## src/rtl/uart_transmitter_pkg.sv

```systemverilog
// Shared UART definitions: FSM state encoding, parity modes and the parity helper.
// Imported by both the transmitter and the receiver side.
package uart_transmitter_pkg;

  typedef enum logic [2:0] {
    StIdle,
    StStart,
    StData,
    StParity,
    StStop
  } uart_state_e;

  localparam int unsigned ParityNone = 0;
  localparam int unsigned ParityEven = 1;
  localparam int unsigned ParityOdd  = 2;

  localparam logic [4:0] TickLast = 5'd15;

  // Parity over the low dbit bits; odd mode inverts the even result.
  function automatic logic parity_bit(input logic [7:0] data, input int unsigned dbit,
                                      input int unsigned mode);
    logic p;
    p = 1'b0;
    for (int unsigned i = 0; i < 8; i++) begin
      if (i < dbit) p ^= data[i];
    end
    return (mode == ParityOdd) ? ~p : p;
  endfunction

endpackage

```

## src/rtl/uart_transmitter_if.sv

```systemverilog
// Host-side handshake of the UART transmitter: load request, data and status.
interface uart_transmitter_if;
  logic       tx_start;
  logic [7:0] din;
  logic       tx_ready;
  logic       tx_busy;
  logic       tx_done_tick;

  modport master (output tx_start, din, input tx_ready, tx_busy, tx_done_tick);
  modport slave  (input tx_start, din, output tx_ready, tx_busy, tx_done_tick);
endinterface

```

## src/rtl/uart_transmitter.sv

```systemverilog
// UART transmitter with a one-entry holding register, optional parity and
// configurable stop length, paced by an external 16x-baud s_tick enable.
module uart_transmitter
  import uart_transmitter_pkg::*;
#(
  parameter int unsigned DBIT   = 8,
  parameter int unsigned SBTICK = 16,
  parameter int unsigned PARITY = 0
) (
  input  logic                clk,
  input  logic                reset_n,
  input  logic                s_tick,
  uart_transmitter_if.slave   host,
  output logic                tx
);

  localparam logic [2:0] NLast    = 3'(DBIT - 1);
  localparam logic [4:0] StopLast = 5'(SBTICK - 1);
  localparam logic [7:0] DataMask = 8'((32'd1 << DBIT) - 32'd1);

  uart_state_e state_q, state_d;
  logic [4:0]  s_q, s_d;
  logic [2:0]  n_q, n_d;
  logic [7:0]  shift_q, shift_d;
  logic [7:0]  hold_q, hold_d;
  logic        valid_q, valid_d;
  logic        tx_q, tx_d;
  logic        par_q, par_d;
  logic        xfer;
  logic        done;

  always_ff @(posedge clk or negedge reset_n) begin
    if (!reset_n) begin
      state_q <= StIdle;
      s_q     <= '0;
      n_q     <= '0;
      shift_q <= '0;
      hold_q  <= '0;
      valid_q <= 1'b0;
      tx_q    <= 1'b1;
      par_q   <= 1'b0;
    end else begin
      state_q <= state_d;
      s_q     <= s_d;
      n_q     <= n_d;
      shift_q <= shift_d;
      hold_q  <= hold_d;
      valid_q <= valid_d;
      tx_q    <= tx_d;
      par_q   <= par_d;
    end
  end

  always_comb begin
    state_d = state_q;
    s_d     = s_q;
    n_d     = n_q;
    shift_d = shift_q;
    hold_d  = hold_q;
    valid_d = valid_q;
    par_d   = par_q;
    xfer    = 1'b0;
    done    = 1'b0;

    unique case (state_q)
      StIdle: begin
        if (valid_q) begin
          xfer    = 1'b1;
          state_d = StStart;
          shift_d = hold_q;
          par_d   = parity_bit(hold_q, DBIT, PARITY);
          s_d     = '0;
          n_d     = '0;
          valid_d = 1'b0;
        end
      end
      StStart: begin
        if (s_tick) begin
          if (s_q == TickLast) begin
            s_d     = '0;
            state_d = StData;
          end else begin
            s_d = s_q + 5'd1;
          end
        end
      end
      StData: begin
        if (s_tick) begin
          if (s_q == TickLast) begin
            s_d     = '0;
            shift_d = shift_q >> 1;
            if (n_q == NLast) begin
              state_d = (PARITY != ParityNone) ? StParity : StStop;
            end else begin
              n_d = n_q + 3'd1;
            end
          end else begin
            s_d = s_q + 5'd1;
          end
        end
      end
      StParity: begin
        if (s_tick) begin
          if (s_q == TickLast) begin
            s_d     = '0;
            state_d = StStop;
          end else begin
            s_d = s_q + 5'd1;
          end
        end
      end
      StStop: begin
        if (s_tick) begin
          if (s_q == StopLast) begin
            s_d     = '0;
            state_d = StIdle;
            done    = 1'b1;
          end else begin
            s_d = s_q + 5'd1;
          end
        end
      end
      default: state_d = StIdle;
    endcase

    // A load in the same cycle as the hand-off to the shifter refills the slot.
    if (host.tx_start && (!valid_q || xfer)) begin
      hold_d  = host.din & DataMask;
      valid_d = 1'b1;
    end

    // Line level is computed from the next state so tx itself is a flop output.
    case (state_d)
      StIdle:   tx_d = 1'b1;
      StStart:  tx_d = 1'b0;
      StData:   tx_d = shift_d[0];
      StParity: tx_d = par_d;
      StStop:   tx_d = 1'b1;
      default:  tx_d = 1'b1;
    endcase
  end

  assign host.tx_ready     = ~valid_q;
  assign host.tx_busy      = (state_q != StIdle);
  assign host.tx_done_tick = done;
  assign tx                = tx_q;

endmodule
```

## src/flat_wrapper.sv

```systemverilog
// flat-port wrapper written by rule: the top's interface ports become plain ports
module uart_transmitter_flat import uart_transmitter_pkg::*;
#(
  parameter int unsigned DBIT   = 8,
  parameter int unsigned SBTICK = 16,
  parameter int unsigned PARITY = 0
)
  (clk, reset_n, s_tick, tx, host_tx_start, host_din, host_tx_ready, host_tx_busy, host_tx_done_tick);
  uart_transmitter_if host_i ();
  input  logic clk;
  input  logic reset_n;
  input  logic s_tick;
  output logic tx;
  input wire logic [$bits(host_i.tx_start)-1:0] host_tx_start;
  input wire logic [$bits(host_i.din)-1:0] host_din;
  output wire logic [$bits(host_i.tx_ready)-1:0] host_tx_ready;
  output wire logic [$bits(host_i.tx_busy)-1:0] host_tx_busy;
  output wire logic [$bits(host_i.tx_done_tick)-1:0] host_tx_done_tick;
  assign host_i.tx_start = host_tx_start;
  assign host_i.din = host_din;
  assign host_tx_ready = host_i.tx_ready;
  assign host_tx_busy = host_i.tx_busy;
  assign host_tx_done_tick = host_i.tx_done_tick;
  uart_transmitter #(.DBIT(DBIT), .SBTICK(SBTICK), .PARITY(PARITY)) u_core (.clk(clk), .reset_n(reset_n), .s_tick(s_tick), .host(host_i), .tx(tx));
endmodule
```

## config.mk

```make
export PLATFORM = sky130hd
export DESIGN_NAME = uart_transmitter_flat
export DESIGN_NICKNAME = d
export VERILOG_FILES = /design/src/rtl/uart_transmitter_pkg.sv /design/src/rtl/uart_transmitter_if.sv /design/src/rtl/uart_transmitter.sv /design/src/flat_wrapper.sv
export SDC_FILE = /design/constraint.sdc
export NUM_CORES = 1
export LEC_CHECK = 0
export ABC_AREA = 1
export CAP_MARGIN = 0
export CORE_ASPECT_RATIO = 0.9
export CORE_UTILIZATION = 35
export CTS_CLUSTER_DIAMETER = 200
export CTS_CLUSTER_SIZE = 14
export DETAILED_ROUTE_END_ITERATION = 16
export GPL_TIMING_DRIVEN = 0
export PLACE_DENSITY = 0.62
export SETUP_SLACK_MARGIN = 0.2
export SYNTH_ARGS = -nofsm -noshare
export SYNTH_HDL_FRONTEND = slang
export SYNTH_SLANG_ARGS = --single-unit
```

## constraint.sdc

```tcl
create_clock -name clk -period 3.9 [get_ports clk]
set_input_delay 1.17 -clock clk [delete_from_list [all_inputs] [get_ports clk]]
set_output_delay 1.17 -clock clk [all_outputs]
set_load 0.005 [all_outputs]
```

==> results.md, run 1 <==
* Outcome: completed
* Share of layout cells above drive strength 1 at about 15%
* Fmax achieved at between 300 and 400 MHz
* Leading cell types in the layout, fill and taps excluded: nand2_1, dfrtp_1, inv_1
* Seq cells post-synth at 30
* MaxCap Viol Count at 0
* Worst-path fanout max at 6
* Drt total wl at 2.74 mm
* Peak VDD IR at roughly 0.28 mV
* GRT Residual Overflow at 0
* WP data arrival at between 2 and 2.5 ns
* Clock Skews at just over 0.009 ns
* N_diodes at 0
* Critical path cell sequence: dlymetal6s2s_1, nand2_2, nor2_1, clkdlybuf4s50_1
* RSZ-0062 raised after global routing: false
* Syn Nets at 185
* WP data required at roughly 2.7 ns
* DIE AREA at about 0.0046 mm2
* Root buffer cell: clkbuf_8
* Setup Crit Path Kind: in2out
* Max Root-Sink Buffers at 2
* DRT Pass-1 Iters at 4
* Fin crit share at 83.3%
* P_leak at 0.917 nW
* Leading cell type in the layout, fill and taps excluded: nand2_1
* Worst Slack Setup Final at 0.651 ns
* Detailed Place HPWL at 2.01 mm
* Syn Inst Count at 170
* CTS Sinks at 30
* Synth area leaders: dfrtp_1, nand2_1, inv_1
* Routability cong. at 0.787
* Die Ht at 64.5 um
* Initial Util at 36.8%
* Buffers added on ports at 15
* Cell variety after synth at 32
* IO Count at 16
* Total track usage at between 10 and 15%
* Worst-Margin Slew at ~0.68 ns
* Via/cell ratio at 4.69
* Slew headroom at 54.9%
* WL per Instance at 11.4 um
* CTS tree: built
* Largest stage delay, worst path at 0.50 ns
* Max-slew violation count at 0
* Setup Viol. Count Final at 0
* Vias in the first global route at between 1000 and 1500
* Vias at 1131
* Final setup TNS at 0 ns
* Slowest cell on crit path: clkdlybuf4s50_1
* YS warnings at 0
* Layout fillers at approximately 430
* Crit. End Element: primary output
* Antenna-violating nets left at 0
* Pre-CTS setup slack at 0.219 ns
* Initial antenna violation count at 0
* Mapped Avg Cell Area at 8.94 um2
* Area leader, netlist: dfrtp_1
* Worst-skew pair later-pin latency at 0.29 ns
* Sequential element share of the synthesized area at 49.5%
* Period minus WS final at ~3.2 ns
* Final Hold Viols at 0
* H-tree depth at 2
* Synthesized cell area at between 0.0015 and 0.002 mm2
* Largest net degree at the start of global routing at 31
* Num rows at 22
* DRC Markers at 0
* Initial DRC Count at 77
* Num CTS Buffers at 5
* Pwr/cell area at 776 mW/mm2
* First-pass GRT wire length at 5.00 mm
* Core Area at a little over 0.004 mm2
* NumNets Final at between 200 and 250
* CP startpoint kind: input port
* Fin Hold WS at 0.485 ns
* Die W at 71.5 um
* P&R area growth vs syn at 21.1%
* Hold Path Class: reg2reg
* Synth top area share at 47.7%
* Clock slew at reported path FFs at 0.06 ns
-- timing repair --
item / CTS / global route
setup endpoints to repair: 0 / 1
hold buffers: 0 / 0
setup buffers: 0 / 0
resized for setup: 0 / 2
-- path summary, 6_finish.rpt --
| check | start | endpoint | slack (ns) | cells after the start |
|---|---|---|---|---|
| min in group asynchronous | reset_n | u_core.state_q[0] | 0.91 | 1 |
| worst max register to register | u_core.s_q[0] | u_core.n_q[0] | 2.25 | 9 |
| max in group asynchronous | reset_n | u_core.hold_q[3] | 2.54 | 1 |
| worst min register to register | u_core.shift_q[0] | u_core.shift_q[0] | 0.48 | 2 |
| worst max-delay path | s_tick | host_tx_done_tick | 0.65 | 4 |
| worst min-delay path | u_core.shift_q[0] | u_core.shift_q[0] | 0.48 | 2 |
-- logic make-up (layout without fill, tap and decap cells) --
kind of cell / count (synthesis) / in the layout / share of synthesized area (%)
AO/OA/AOI/OAI: 27 / 27 / 11.7
XOR/XNOR: 5 / 5 / 2.88
adder cells (fa/ha/maj): 3 / 3 / 2.47
buffers and inverters: 28 / 51 / 7.65
flip-flops: 30 / 30 / 49.5
multiplexers: 4 / 4 / 3.21
AND/OR/NAND/NOR: 73 / 73 / 22.6
-- sequential cells by signal, indices dropped and copies added, names as in the netlist --
name,flops
u_core.shift_q,8
u_core.tx,1
u_core.s_q,5
u_core.n_q,3
u_core.valid_q,1
u_core.par_q,1
u_core.hold_q,8
u_core.state_q,3
-- cell usage after synthesis (all sizes together) --
| cell | count |
|---|---|
| o21a | 2 |
| buf | 2 |
| o22ai | 1 |
| inv | 26 |
| o31ai | 1 |
| a31oi | 1 |
| dfrtp | 29 |
| nand4 | 1 |
| ha | 3 |
| nand2 | 41 |
| nor2 | 15 |
| nand3 | 15 |
| o211ai | 1 |
| mux2 | 4 |
| a21oi | 9 |
| dfstp | 1 |
| o221ai | 5 |
| xor2 | 3 |
| nor3 | 1 |
| xnor2 | 2 |
| o21ai | 7 |
-- power by group --
group          total [mW]  switching (mW)  internal, mW  leakage, nW
registers           0.533          0.0858         0.447        0.361
clock network       0.297           0.119         0.178       0.0575
logic               0.599           0.339         0.260        0.498
total                1.43           0.544         0.885        0.917
-- per-stage QoR --
step                      std cells  area, um2  power (mW)  util (%)
final                           241       1840        1.43      44.6
after global placement          233       1730        1.14      41.9
after global routing            241       1840        1.57      44.6
after floorplan                 170       1520       0.994         -
after detailed placement        233       1730        1.14      41.8
after CTS                       241       1840        1.45      44.5
-- worst max-delay path: cells and delay by family --
family	cells	cell delay, ns
and+or+nand+nor	2	0.22
buffers and inverters	2	0.68
-- routing by layer --
metal	vias to the layer above	GRT usage, %	share of wire [%]
li1	600	-	-
met5	-	0	0
met2	18	20.6	40
met4	0	6.62	2.1
met3	5	4.20	3.6
met1	508	19.6	54
-- cell type report --
cell class | count | area, um2 | share of cell area [%]
timing repair buffer | 15 | 148 | 8.02
sequential | 30 | 752 | 40.9
multi-input combinational | 112 | 654 | 35.6
tap | 48 | 60.1 | 3.26
buffer | 2 | 16.3 | 0.884
clock buffer | 8 | 110 | 5.98
inverter | 26 | 100 | 5.44
Note: power is estimated with default switching activity, not from simulation.
==> run 2: changes to the inputs <==
PLACE_DENSITY = 0.64   (was 0.62)
clock period = 2.8 ns   (was 3.9 ns; I/O delays follow)
==> run 2 against run 1 <==
  * Largest cell class unchanged
  * Count of clock-buffer cells in the layout is 1 lower
  * Critical path depth is 2 higher
  * Die area stayed put
  * Register-to-register slack worse by 1.2 ns
  * Sequential cell count stayed put
  * Core utilization is 0.64 points lower
  * Critical endpoint unchanged
  * Final area is 1.4% lower
  * Highest routed layer unchanged
  * Setup slack worse by 0.21 ns
  * First-iteration DRC count is 30% lower
  * Global-route usage hardly changed
==> results.md, run 2 (synthesized netlist as in run 1, its figures left out) <==
* Outcome: completed (unchanged)
* CTS Sinks at 30 (unchanged)
* Post-CTS Hold Buffers at 0 (unchanged)
* Hold_sp: u_core.shift_q[0] (unchanged)
* Clock power share at 16.5% (was 20.8%)
* Worst-Margin Slew at 0.647 ns (was 0.676 ns)
* Setup Viol. Count Final at 0 (unchanged)
* Root buffer cell: clkbuf_8 (unchanged)
* CTS tree: built (unchanged)
* Fmax achieved at 424 MHz
* Die W at 71.5 um (unchanged)
* Slew headroom at 56.9% (was 54.9%)
* Vias at 1159 (was 1131)
* Hold Path Class: reg2reg (unchanged)
* Fin crit share at 84.3%
* Initial antenna violation count at 0 (unchanged)
* RSZ-0062 raised after global routing: false (unchanged)
* Buffers added on ports at 15 (unchanged)
* NumNets Final at 208 (was 207)
* Internal reg-to-reg setup slack at 1.07 ns (was 2.25 ns)
* P_leak at 0.896 nW (was 0.917 nW)
* Sw Ratio at 39.2% (was 38.1%)
* Total track usage at 14.2% (about the same)
* Initial DRC Count at 54 (was 77)
* Final Hold Viols at 0 (unchanged)
* Die Ht at 64.5 um (unchanged)
* Largest net degree at the start of global routing at 31 (unchanged)
* Reg2reg start: u_core.s_q[0] (unchanged)
* DRT Pass-1 Iters at 4 (unchanged)
* Initial Util at 36.8% (unchanged)
* Drt total wl at 2.77 mm (was 2.74 mm)
* WL per Instance at 11.5 um (was 11.4 um)
* WP data arrival at 1.52 ns (was 2.08 ns)
* Pwr/cell area at 1060 mW/mm2 (was 776 mW/mm2)
* Layout fillers at 430 (was 431)
* Detailed Place HPWL at 2.12 mm (was 2.01 mm)
* Core Area at 0.00413 mm2 (unchanged)
* IO Count at 16 (unchanged)
* Worst-path fanout max at 6 (unchanged)
* N_diodes at 0 (unchanged)
* Clock Skews at 0.00284 ns (was 0.00917 ns)
* CP startpoint kind: flop (was input port)
* H-tree depth at 2 (unchanged)
* Share of layout cells above drive strength 1 at 14.5% (unchanged)
* MaxCap Viol Count at 0 (unchanged)
* R2r worst-path depth at 10 (was 9)
* Crit. End Element: primary output (unchanged)
* Worst-skew pair later-pin latency at 0.28 ns (was 0.29 ns)
* Via/cell ratio at 4.81 (was 4.69)
* Num rows at 22 (unchanged)
* Leading cell type in the layout, fill and taps excluded: nand2_1 (unchanged)
* Peak VDD IR at 0.471 mV (was 0.280 mV)
* Clock slew at reported path FFs at 0.06 ns (about the same)
* P&R area growth vs syn at 19.3% (was 21.1%)
* Worst flop-to-flop path endpoint: u_core.n_q[0] (unchanged)
* Hold Crit Depth at 2 (unchanged)
* Leading cell types in the layout, fill and taps excluded: nand2_1, dfrtp_1, inv_1 (unchanged)
* Switching power at 0.751 mW (was 0.544 mW)
* Pint at 1.16 mW (was 0.885 mW)
* DRC Markers at 0 (unchanged)
* GRT Residual Overflow at 0 (unchanged)
* Vias in the first global route at 1128 (was 1105)
* Biggest regs: u_core.hold_q x8, u_core.shift_q x8, u_core.s_q x5 (unchanged)
* DIE AREA at 0.00461 mm2 (unchanged)
* Routability cong. at 0.774 (was 0.787)
* Period minus WS final at 2.36 ns
* Combinational share of power at 44.5% (was 41.9%)
* Max Root-Sink Buffers at 2 (unchanged)
* WP data required at 1.96 ns (was 2.73 ns)
* First-pass GRT wire length at 4.96 mm (was 5.00 mm)
* Design Power at 1.92 mW (was 1.43 mW)
* Antenna-violating nets left at 0 (unchanged)
* Setup Crit Path Kind: reg2out (was in2out)
* Fin Hold WS at 0.490 ns (was 0.485 ns)
* Part of the power in registers at 39.0% (was 37.3%)
* Critical Path Start: u_core.s_q[0] (was s_tick)
* Max-slew violation count at 0 (unchanged)
* CP Capture Point: host_tx_done_tick (unchanged)
* Num CTS Buffers at 5 (unchanged)
run 2: worst min-delay path by stage:
| stage | slack, ns | to |
|---|---|---|
| 2_1_floorplan | 0.44 | u_core.shift_q[0] |
| 3_3_place_gp | 0.46 | u_core.shift_q[0] |
| 3_5_place_dp | 0.47 | u_core.shift_q[0] |
| 4_1_cts | 0.48 | u_core.shift_q[0] |
| 5_1_grt | 0.52 | u_core.shift_q[0] |
| 6_report | 0.49 | u_core.shift_q[0] |
run 2: layout make-up:
type                            instances  area [um2]  share of cell area [%]
Buffer                                  2        16.3                   0.897
Inverter                               26         100                    5.52
Timing Repair Buffer                   16         153                    8.41
Clock buffer                            7        76.3                    4.21
Tap cell                               48        60.1                    3.31
Multi-Input combinational cell        112         657                    36.2
Sequential cell                        30         752                    41.4
run 2: per-layer routing:
metal	GRT usage [%]	wire, um	vias up
met4	7.60	58	0
li1	-	-	598
met5	0	0	-
met3	4.51	155	5
met1	18.1	1350	531
met2	21.7	1210	25
run 2: timing repair:
item	CTS	global route
setup endpoints to repair	1	0
buffers inserted	1	0
resized for setup	6	0
run 2: critical path, stage by stage, from the launching register on:
cell and delay [ns]:
dfrtp_1 0.40, ha_2 0.20, nand3_1 0.08, nor2_1 0.14, nand2_2 0.10, nor2_1 0.09, dlygate4sd2_1 0.23
run 2: power by group through the flow:
stage,sequential [mW],clock [mW],combinational [mW]
CTS,0.747,0.329,0.864
detailed placement,0.753,0,0.850
global route,0.769,0.350,0.982
global placement,0.747,0,0.832
finish,0.747,0.317,0.852
floorplan,0.721,0,0.664
run 2: through the flow:
| stage | setup slack [ns] | TNS [ns] | area [um2] | cells | util (%) |
|---|---|---|---|---|---|
| floorplan | 0.911 | 0 | 1520 | 170 | - |
| global placement | -0.216 | -0.216 | 1730 | 233 | 41.9 |
| detailed placement | -0.227 | -0.227 | 1730 | 233 | 41.8 |
| CTS | 0.427 | 0 | 1810 | 241 | 43.9 |
| global route | 0.287 | 0 | 1810 | 241 | 43.9 |
| finish | 0.439 | 0 | 1810 | 241 | 43.9 |
==> run 3: changes to the inputs <==
PLACE_DENSITY = 0.62   (was 0.64)
clock period = 2.3 ns   (was 2.8 ns; I/O delays follow)
==> run 3 against run 2 <==
  * Combinational power up 28%
  * Total power rose by 30%
  * Cell count up 4.1%
  * Hold slack got worse by 0.059 ns
  * Non-clock buffer count up 9
  * Sequential share of layout area shrank 2.1 points
  * Via count increased by 2.7%
  * Critical path depth is the same
  * Setup slack got worse by 0.16 ns
  * Sequential cell count unchanged
  * Critical endpoint unchanged
  * First-iteration DRC count grew 48%
==> results.md, run 3 (synthesized netlist as in run 1, its figures left out) <==
* Outcome: completed (unchanged)
* Max-slew violation count at 0 (unchanged)
* Detailed Place HPWL at 2.01 mm (was 2.12 mm)
* DIE AREA at 0.00461 mm2 (unchanged)
* Slew headroom at 54.8% (was 56.9%)
* N_diodes at 0 (unchanged)
* Fin crit share at between 80% and 90%
* P_leak at 0.953 nW (was 0.896 nW)
* Drt total wl at 2.87 mm (was 2.77 mm)
* Core Area at 0.00413 mm2 (unchanged)
* Die W at 71.5 um (unchanged)
* Cells after DPL at 233 (unchanged)
* Num rows at 22 (unchanged)
* Die Ht at 64.5 um (unchanged)
* Crit. End Element: primary output (unchanged)
* P&R area growth vs syn at 25.8% (was 19.3%)
* WP data required at 1.61 ns (was 1.96 ns)
* Leading cell type in the layout, fill and taps excluded: nand2_1 (unchanged)
* Reg2reg start: u_core.s_q[0] (unchanged)
* Worst Slack Setup Final at 0.276 ns (was 0.439 ns)
* CP startpoint kind: flop (unchanged)
* CP Capture Point: host_tx_done_tick (unchanged)
* CTS tree: built (unchanged)
* Internal reg-to-reg setup slack at 0.36 ns (was 1.07 ns)
* Share of layout cells above drive strength 1 at 20.2% (was 14.5%)
* Antenna-violating nets left at 0 (unchanged)
* First-pass GRT wire length at 5.28 mm (was 4.96 mm)
* WP data arrival at 1.33 ns (was 1.52 ns)
* Initial DRC Count at 80 (was 54)
* Routability cong. at 0.787 (was 0.774)
* Placed Instance Area at 0.00173 mm2 (unchanged)
* H-tree depth at 2 (unchanged)
* RSZ-0062 raised after global routing: false (unchanged)
* DRC Markers at 0 (unchanged)
* WL per Instance at 11.4 um (was 11.5 um)
* Pre-CTS setup slack at -0.421 ns (was -0.227 ns)
* Pwr/cell area at 1300 mW/mm2 (was 1060 mW/mm2)
* Root buffer cell: clkbuf_8 (unchanged)
* Vias in the first global route at 1164 (was 1128)
* Initial antenna violation count at 0 (unchanged)
* Worst-skew pair later-pin latency at 0.29 ns (was 0.28 ns)
* Clock Skews at 0.00827 ns (was 0.00284 ns)
* Via/cell ratio at 4.74 (was 4.81)
* Period minus WS final at 2.02 ns
* Hold Path Class: in2async (was reg2reg)
* Buffers added on ports at 15 (unchanged)
* Biggest regs: u_core.hold_q x8, u_core.shift_q x8, u_core.s_q x5 (unchanged)
* Critical Path Start: u_core.s_q[0] (unchanged)
* Peak VDD IR at 0.473 mV (was 0.471 mV)
* Fmax achieved at 494 MHz
* IO Count at 16 (unchanged)
* Clock slew at reported path FFs at 0.07 ns (was 0.06 ns)
* Worst-Margin Slew at 0.678 ns (was 0.647 ns)
* Fin cells at 251 (was 241)
* Setup Crit Path Kind: reg2out (unchanged)
* Num CTS Buffers at 5 (unchanged)
* Largest net degree at the start of global routing at 31 (unchanged)
* GRT Residual Overflow at 0 (unchanged)
* MaxCap Viol Count at 0 (unchanged)
* R2r worst-path depth at 14 (was 10)
* Worst flop-to-flop path endpoint: u_core.tx (was u_core.n_q[0])
* Initial Util at 36.8% (unchanged)
* NumNets Final at 217 (was 208)
* Total track usage at 14.9% (was 14.2%)
* CTS Sinks at 30 (unchanged)
* Worst-path fanout max at 2 (was 6)
* Final Hold Viols at 0 (unchanged)
* Leading cell types in the layout, fill and taps excluded: nand2_1, dfrtp_1, inv_1 (unchanged)
* Setup Viol. Count Final at 0 (unchanged)
* Vias at 1190 (was 1159)
* DRT Pass-1 Iters at 4 (unchanged)
* Max Root-Sink Buffers at 2 (unchanged)
* Fin area at 0.00191 mm2 (was 0.00181 mm2)
* Design Power at 2.49 mW (was 1.92 mW)
run 3: worst min-delay path by stage:
stage                                 start                end  cells after the start
after CTS                           reset_n  u_core.state_q[0]                      1
after global routing                reset_n  u_core.state_q[0]                      1
after detailed placement  u_core.shift_q[0]  u_core.shift_q[0]                      2
final                               reset_n  u_core.state_q[0]                      1
after floorplan                     reset_n   u_core.hold_q[0]                      0
after global placement    u_core.shift_q[0]  u_core.shift_q[0]                      2
run 3: layout make-up:
class	count	area, um2
Timing Repair Buffer	25	213
Fill cell	429	2220
Buffer	2	16.3
Clock buffer	8	110
Sequential cell	30	752
Multi-Input combinational cell	112	661
Inverter	26	100
Tap cell	48	60.1
run 3: repair_timing:
action	4_1_cts	5_1_grt
setup endpoints to repair	2	3
hold buffers	0	0
pin swaps	3	3
gates resized for setup	8	3
setup buffers	9	1
run 3: metrics by stage:
stage                     TNS [ns]  hold WS, ns  util (%)
after floorplan                  0        0.394         -
after global placement       -2.74        0.466      41.9
after detailed placement    -0.421        0.468      41.8
after CTS                        0        0.460      46.0
after global routing             0        0.491      46.3
final                            0        0.431      46.3
run 3: worst max-delay path, cell delays in order, from the launching register on:
cell and delay [ns]:
dfrtp_1 0.37, ha_2 0.19, nand3_1 0.08, nor2_1 0.13
nand2_2 0.08, nor2_1 0.09, buf_2 0.11
run 3: where the power goes:
part	switching (mW)	total, mW	internal [mW]
logic	0.603	1.09	0.487
registers	0.137	0.895	0.758
clock network	0.202	0.504	0.302
total	0.942	2.49	1.55
run 3: layer usage:
metal / part of all wire [%] / wire length, um / GRT usage, % / up-vias
met5: 0 / 0 / 0 / -
met4: 2.0 / 57 / 6.62 / 0
met3: 4.0 / 116 / 4.20 / 5
met2: 43 / 1230 / 22.5 / 23
met1: 51 / 1470 / 20.1 / 540
li1: - / - / - / 622
